==> src/rtl/ntt_sram_stream_master.sv <==
// rtl/ntt_sram_stream_master.sv - coefficient SRAM block mover between the SRAM and valid/ready streams
// Read mode drains SRAM into m_*, write mode fills SRAM from s_*; one contiguous block per start.
module ntt_sram_stream_master #(
  parameter int AddrWidth = 10,
  parameter int LenWidth  = 11
) (
  input  logic                 clk_i,
  input  logic                 rst_i,
  input  logic                 start_i,
  input  logic                 dir_i,
  input  logic [AddrWidth-1:0] base_addr_i,
  input  logic [LenWidth-1:0]  len_i,
  output logic                 busy_o,
  output logic                 done_o,
  output logic                 sram_req_o,
  output logic                 sram_we_o,
  output logic [AddrWidth-1:0] sram_addr_o,
  output logic [31:0]          sram_wdata_o,
  output logic [3:0]           sram_be_o,
  input  logic [31:0]          sram_rdata_i,
  output logic                 m_valid_o,
  input  logic                 m_ready_i,
  output logic [31:0]          m_data_o,
  output logic                 m_last_o,
  input  logic                 s_valid_i,
  output logic                 s_ready_o,
  input  logic [31:0]          s_data_i
);

  typedef enum logic [1:0] {
    IDLE,
    RUN,
    DONE
  } state_e;

  state_e               state_q, state_d;
  logic                 dir_q;
  logic [AddrWidth-1:0] base_q;
  logic [LenWidth-1:0]  len_q;
  logic [LenWidth-1:0]  cnt_q;      // words written (write) or reads issued (read)
  logic [LenWidth-1:0]  pop_cnt_q;  // words handed out on m_*; index of the FIFO head
  logic                 inflight_q;
  logic [31:0]          fifo_q [2];
  logic                 rd_ptr_q, wr_ptr_q;
  logic [1:0]           fifo_cnt_q;

  logic                 fifo_nonempty;
  logic                 pop;
  logic                 cnt_lt_len;
  logic [2:0]           occupancy;
  logic                 rd_issue;
  logic                 wr_fire;
  logic                 head_is_last;
  logic [AddrWidth-1:0] cur_addr;

  assign fifo_nonempty = (fifo_cnt_q != 2'd0);
  assign pop           = fifo_nonempty & m_ready_i;
  assign cnt_lt_len    = (cnt_q < len_q);
  assign head_is_last  = (pop_cnt_q == len_q - LenWidth'(1));
  assign cur_addr      = base_q + cnt_q[AddrWidth-1:0];

  // Slots already claimed once this cycle's pop retires; keeps SRAM data from overrunning the FIFO.
  assign occupancy = {1'b0, fifo_cnt_q} + {2'b00, inflight_q} - {2'b00, pop};
  assign rd_issue  = (state_q == RUN) & ~dir_q & cnt_lt_len & (occupancy < 3'd2);
  assign wr_fire   = (state_q == RUN) & dir_q & cnt_lt_len & s_valid_i;

  assign busy_o    = (state_q != IDLE);
  assign m_valid_o = fifo_nonempty;
  assign m_data_o  = fifo_q[rd_ptr_q];
  assign m_last_o  = fifo_nonempty & head_is_last;

  always_comb begin
    state_d      = state_q;
    done_o       = 1'b0;
    sram_req_o   = 1'b0;
    sram_we_o    = 1'b0;
    sram_addr_o  = '0;
    sram_wdata_o = '0;
    sram_be_o    = 4'h0;
    s_ready_o    = 1'b0;
    case (state_q)
      IDLE: begin
        if (start_i) begin
          state_d = (len_i == '0) ? DONE : RUN;
        end
      end
      RUN: begin
        if (dir_q) begin
          s_ready_o = cnt_lt_len;
          if (wr_fire) begin
            sram_req_o   = 1'b1;
            sram_we_o    = 1'b1;
            sram_be_o    = 4'hF;
            sram_wdata_o = s_data_i;
            sram_addr_o  = cur_addr;
            if (cnt_q == len_q - LenWidth'(1)) begin
              state_d = DONE;
            end
          end
        end else begin
          if (rd_issue) begin
            sram_req_o  = 1'b1;
            sram_addr_o = cur_addr;
          end
          if (pop && head_is_last) begin
            state_d = DONE;
          end
        end
      end
      DONE: begin
        done_o  = 1'b1;
        state_d = IDLE;
      end
      default: state_d = IDLE;
    endcase
  end

  always_ff @(posedge clk_i) begin
    if (rst_i) begin
      state_q    <= IDLE;
      dir_q      <= 1'b0;
      base_q     <= '0;
      len_q      <= '0;
      cnt_q      <= '0;
      pop_cnt_q  <= '0;
      inflight_q <= 1'b0;
      fifo_q[0]  <= '0;
      fifo_q[1]  <= '0;
      rd_ptr_q   <= 1'b0;
      wr_ptr_q   <= 1'b0;
      fifo_cnt_q <= 2'd0;
    end else begin
      state_q <= state_d;
      if (state_q == IDLE && start_i) begin
        dir_q     <= dir_i;
        base_q    <= base_addr_i;
        len_q     <= len_i;
        cnt_q     <= '0;
        pop_cnt_q <= '0;
      end else if (wr_fire || rd_issue) begin
        cnt_q <= cnt_q + LenWidth'(1);
      end
      if (pop) begin
        pop_cnt_q <= pop_cnt_q + LenWidth'(1);
        rd_ptr_q  <= ~rd_ptr_q;
      end
      // Read data returns one cycle after issue and lands in the FIFO tail.
      inflight_q <= rd_issue;
      if (inflight_q) begin
        fifo_q[wr_ptr_q] <= sram_rdata_i;
        wr_ptr_q         <= ~wr_ptr_q;
      end
      fifo_cnt_q <= fifo_cnt_q + {1'b0, inflight_q} - {1'b0, pop};
    end
  end

endmodule

==> config.mk <==
export PLATFORM = sky130hd
export DESIGN_NAME = ntt_sram_stream_master
export DESIGN_NICKNAME = d
export VERILOG_FILES = /design/src/rtl/ntt_sram_stream_master.sv
export SDC_FILE = /design/constraint.sdc
export NUM_CORES = 1
export LEC_CHECK = 0
export CORE_ASPECT_RATIO = 1.5
export CORE_MARGIN = 10
export CORE_UTILIZATION = 31
export DETAILED_ROUTE_END_ITERATION = 8
export SETUP_SLACK_MARGIN = 0.1
export SYNTH_ARGS = -nofsm -noshare
export SYNTH_HDL_FRONTEND = slang
export SYNTH_SLANG_ARGS = --single-unit
==> constraint.sdc <==
create_clock -name clk_i -period 3.4 [get_ports clk_i]
set_input_delay 0.51 -clock clk_i [delete_from_list [all_inputs] [get_ports clk_i]]
set_output_delay 0.51 -clock clk_i [all_outputs]
set_load 0.02 [all_outputs]
==> results_dict.tcl <==
set metrics [dict create \
    run_status "complete, but fails checks" \
    violated_checks "negative setup slack" \
    report.final.setup_viol 11 \
    hold_path.class "flip-flop to flip-flop" \
    dpl.hpwl_um 13500 \
    antenna_cells 0 \
    timing.clock.skew_ps 11.5 \
    detailed_place.area_sq_um 8720 \
    avgViaCountPerCell 4.69 \
    period_share 1.08 \
    detail_route.first_pass.iterations 4 \
    gr-usage-all-layers 0.136 \
    cap_violations 0 \
    postLayoutSetupSlackWorst_ps -259 \
    reg2reg_to "inflight_q" \
    clkTransAtPathRegs_ps 60 \
    die_w_um 138 \
    synth_top_flop_cell "edfxtp_1" \
    synthDistinctLibCells 55 \
    drc_errors 0 \
    max_slew.worst_pin.slew_ps 1010 \
    required_ps 2890 \
    timing.critical_path.fanout_max 2 \
    timing.reg2reg.setup_slack_ps -190 \
    cts_made_buffers 17 \
    grt_max_degree 42 \
    num-fill-cells 1948 \
    core_area_sq_um 20400 \
    irDropWorstVdd_mv 0.388 \
    critical_path.reg2reg.startpoint "fifo_cnt_q[0]" \
    area.growth.synth_to_final_pct 49.9 \
    reg2reg_depth 23 \
    ctsHtreeMaxLevel 4 \
    post-synth-top-area-cell "edfxtp_1" \
    io-pin-count 176 \
    cp-start-kind "flip-flop" \
    clk_latency_ps 420 \
    stdcell_area_sq_um 9630 \
    cts_tree "yes" \
    min_period_ps 3660 \
    final_layout_size_suffix_gt1_frac 0.259 \
    syn-instance-count 652 \
    chipHeight_um 196 \
    leakage_nw 4.02 \
    final_hold_fails 0 \
    via_count 5401 \
    clock_sinks 116 \
    detail_route.wl_per_cell_um 16.3 \
    globalRoute.totalOverflow 0 \
    ys_seq_elements 116 \
    synth-edff-count 64 \
    worstPathArrival_ps 3150 \
    ctsHoldBuffers 0 \
    final_max_slew_viol_count 0 \
    finish.net_count 993 \
    grt_first_pass_wirelength_um 28700 \
    path_class "flip-flop to output port" \
    mappedNetlistNets 770 \
    synthesis.area_per_instance_sq_um 9.85 \
    starting_drc_count_in_detailed_routing 202 \
    fin_worst_hold_slack_ps 464 \
    power.density_nw_per_um2 554 \
    io_buffer_count 175 \
    finalWirelength_um 18800 \
    rsz_0062_raised_after_global_routing "yes" \
    globalplace.congestion 0.822 \
    endpoint "sram_addr_o[9]" \
    mappedNetlistArea_sq_um 6420 \
    synth_top_area_frac 0.299 \
    antenna_found_initial 0 \
    initial_utilization 0.315 \
    seq_area_frac_synth 0.461 \
    placementRows 64 \
    synth_area_leaders "edfxtp_1 30%, dfxtp_1 16%, and2_1 6.6%, mux2_2 6.0%, ha_1 4.9%" \
    max_freq_mhz 273 \
    cts_max_path_buffers 2 \
    fraction_of_registers_with_async_set_reset 0 \
    postRouteAntennaNets 0 \
    yosysWarningCount 0 \
    timing.critical_path.from "fifo_cnt_q[0]" \
    clock_tree.root_cell "clkbuf_16" \
    die_area_sq_um 27000 \
    number_of_global_route_vias_before_repair 5627 \
    relSlewSlack 0.325 \
    endpoint_kind "output port" \
]
-- report_power, final --
part,internal (mW),switching (mW)
combinational,0.961,0.879
sequential,1.61,0.0526
clock,1.11,0.730
-- Yosys cell counts, types with 2 or more instances --
master      n
and2_1     68
a21oi_1    40
clkbuf_1   32
nand3b_1    2
nand4_1     7
edfxtp_1   64
or3_1       4
xor2_1     14
nand2_1    76
dfxtp_1    52
and3_1     42
nor3_1      6
nand3_1     7
inv_1      27
clkinv_1    2
a21o_1      4
nor2b_1     7
o2111ai_1   3
nand2b_1    2
buf_4       4
xnor3_1     4
nor4_1      8
nor2_1     40
o41ai_1     2
fa_1        2
buf_1       3
o21ai_0     8
a211oi_1    3
mux2_2     34
or2_2       4
xnor2_1    28
ha_1       25
nor3b_1     2
o21a_1      2
o31ai_1     2
o211ai_1    3
-- final cells by class --
cell class                 instances  area [sq um]  area share
multi-input combinational        466          3410       0.354
sequential                       116          2970       0.308
timing repair buffer             245          2210       0.229
clock buffer                      17           425      0.0442
tap                              264           330      0.0343
clock inverter                    15           179      0.0186
inverter                          29           116      0.0121
-- registers in the layout, summed over array words and instances (netlist names), named ones only --
register / count
base_q: 10
cnt_q: 11
dir_q: 1
fifo_cnt_q: 2
fifo_q: 64
inflight_q: 1
len_q: 11
pop_cnt_q: 11
rd_ptr_q: 1
state_q: 2
wr_ptr_q: 1
-- how the worst min path moves through the flow --
stage | from | endpoint | cells after the start
2_1_floorplan | base_q[0] | base_q[0] | 2
3_3_place_gp | base_q[5] | base_q[5] | 2
3_5_place_dp | base_q[5] | base_q[5] | 2
4_1_cts | base_q[5] | base_q[5] | 2
5_1_grt | base_q[0] | base_q[0] | 2
6_report | base_q[5] | base_q[5] | 2
-- metal layers --
metal  wire length, um  part of all wire  track usage
met1              7000              0.37        0.138
met2              9840              0.52        0.244
met3              1420             0.075       0.0522
met4               515             0.027       0.0474
met5                 0                 0            0
-- kinds of logic (layout without fill, tap and decap cells) --
family,after synthesis,count (layout),synth area share
simple gates,283,283,0.233
buf+inv,70,306,0.0446
fa+ha+maj,27,27,0.0549
mux,34,34,0.0596
compound gates,76,76,0.0754
flops,116,116,0.461
xor+xnor,46,46,0.0713
-- metrics by stage --
stage           util  worst slack [ps]  power [mW]  setup TNS [ps]  instances
6_report       0.472              -259        5.34           -1830       1152
5_1_grt        0.472              -411        5.60           -3220       1152
4_1_cts        0.469              -216        5.23           -1110       1144
3_5_place_dp   0.427              -729        3.17           -6660       1092
3_3_place_gp   0.427              -717        3.16           -6570       1092
2_1_floorplan      -               124        2.52               0        652
-- worst max-delay path, cell delays in order (launching register included) --
cell      delay [ps]
dfxtp_2          310
or2_4            250
nand2_4           70
clkinv_4          50
ha_4             260
inv_2             40
ha_4             140
fa_1             370
xor2_1           240
nand3_2          160
nand2_4          140
nand2_4           70
a221oi_2         190
o41ai_2          120
a41oi_2          160
buf_4            160
-- layout by cell type (no fill, tap or decap), types with 5 or more instances in the layout --
cell / instances
clkdlybuf4s50_1: 125
nand2_1: 73
and2_1: 68
edfxtp_1: 64
buf_4: 55
dfxtp_1: 49
and3_1: 41
a21oi_1: 40
nor2_1: 34
mux2_2: 34
clkbuf_2: 32
xnor2_1: 27
inv_1: 24
ha_1: 22
buf_6: 21
clkbuf_16: 18
xor2_1: 14
inv_6: 8
nor2b_1: 7
o21ai_0: 7
nor4_1: 7
nand4_1: 7
nand3_1: 6
buf_2: 6
nor2_4: 5
-- repair_timing --
action / CTS / global route
setup endpoints to repair: 50 / 55
gates resized for setup: 159 / 97
gates cloned: 0 / 1
setup buffers: 20 / 15
pin swaps: 9 / 6
Note: power is estimated with default switching activity, not from simulation.
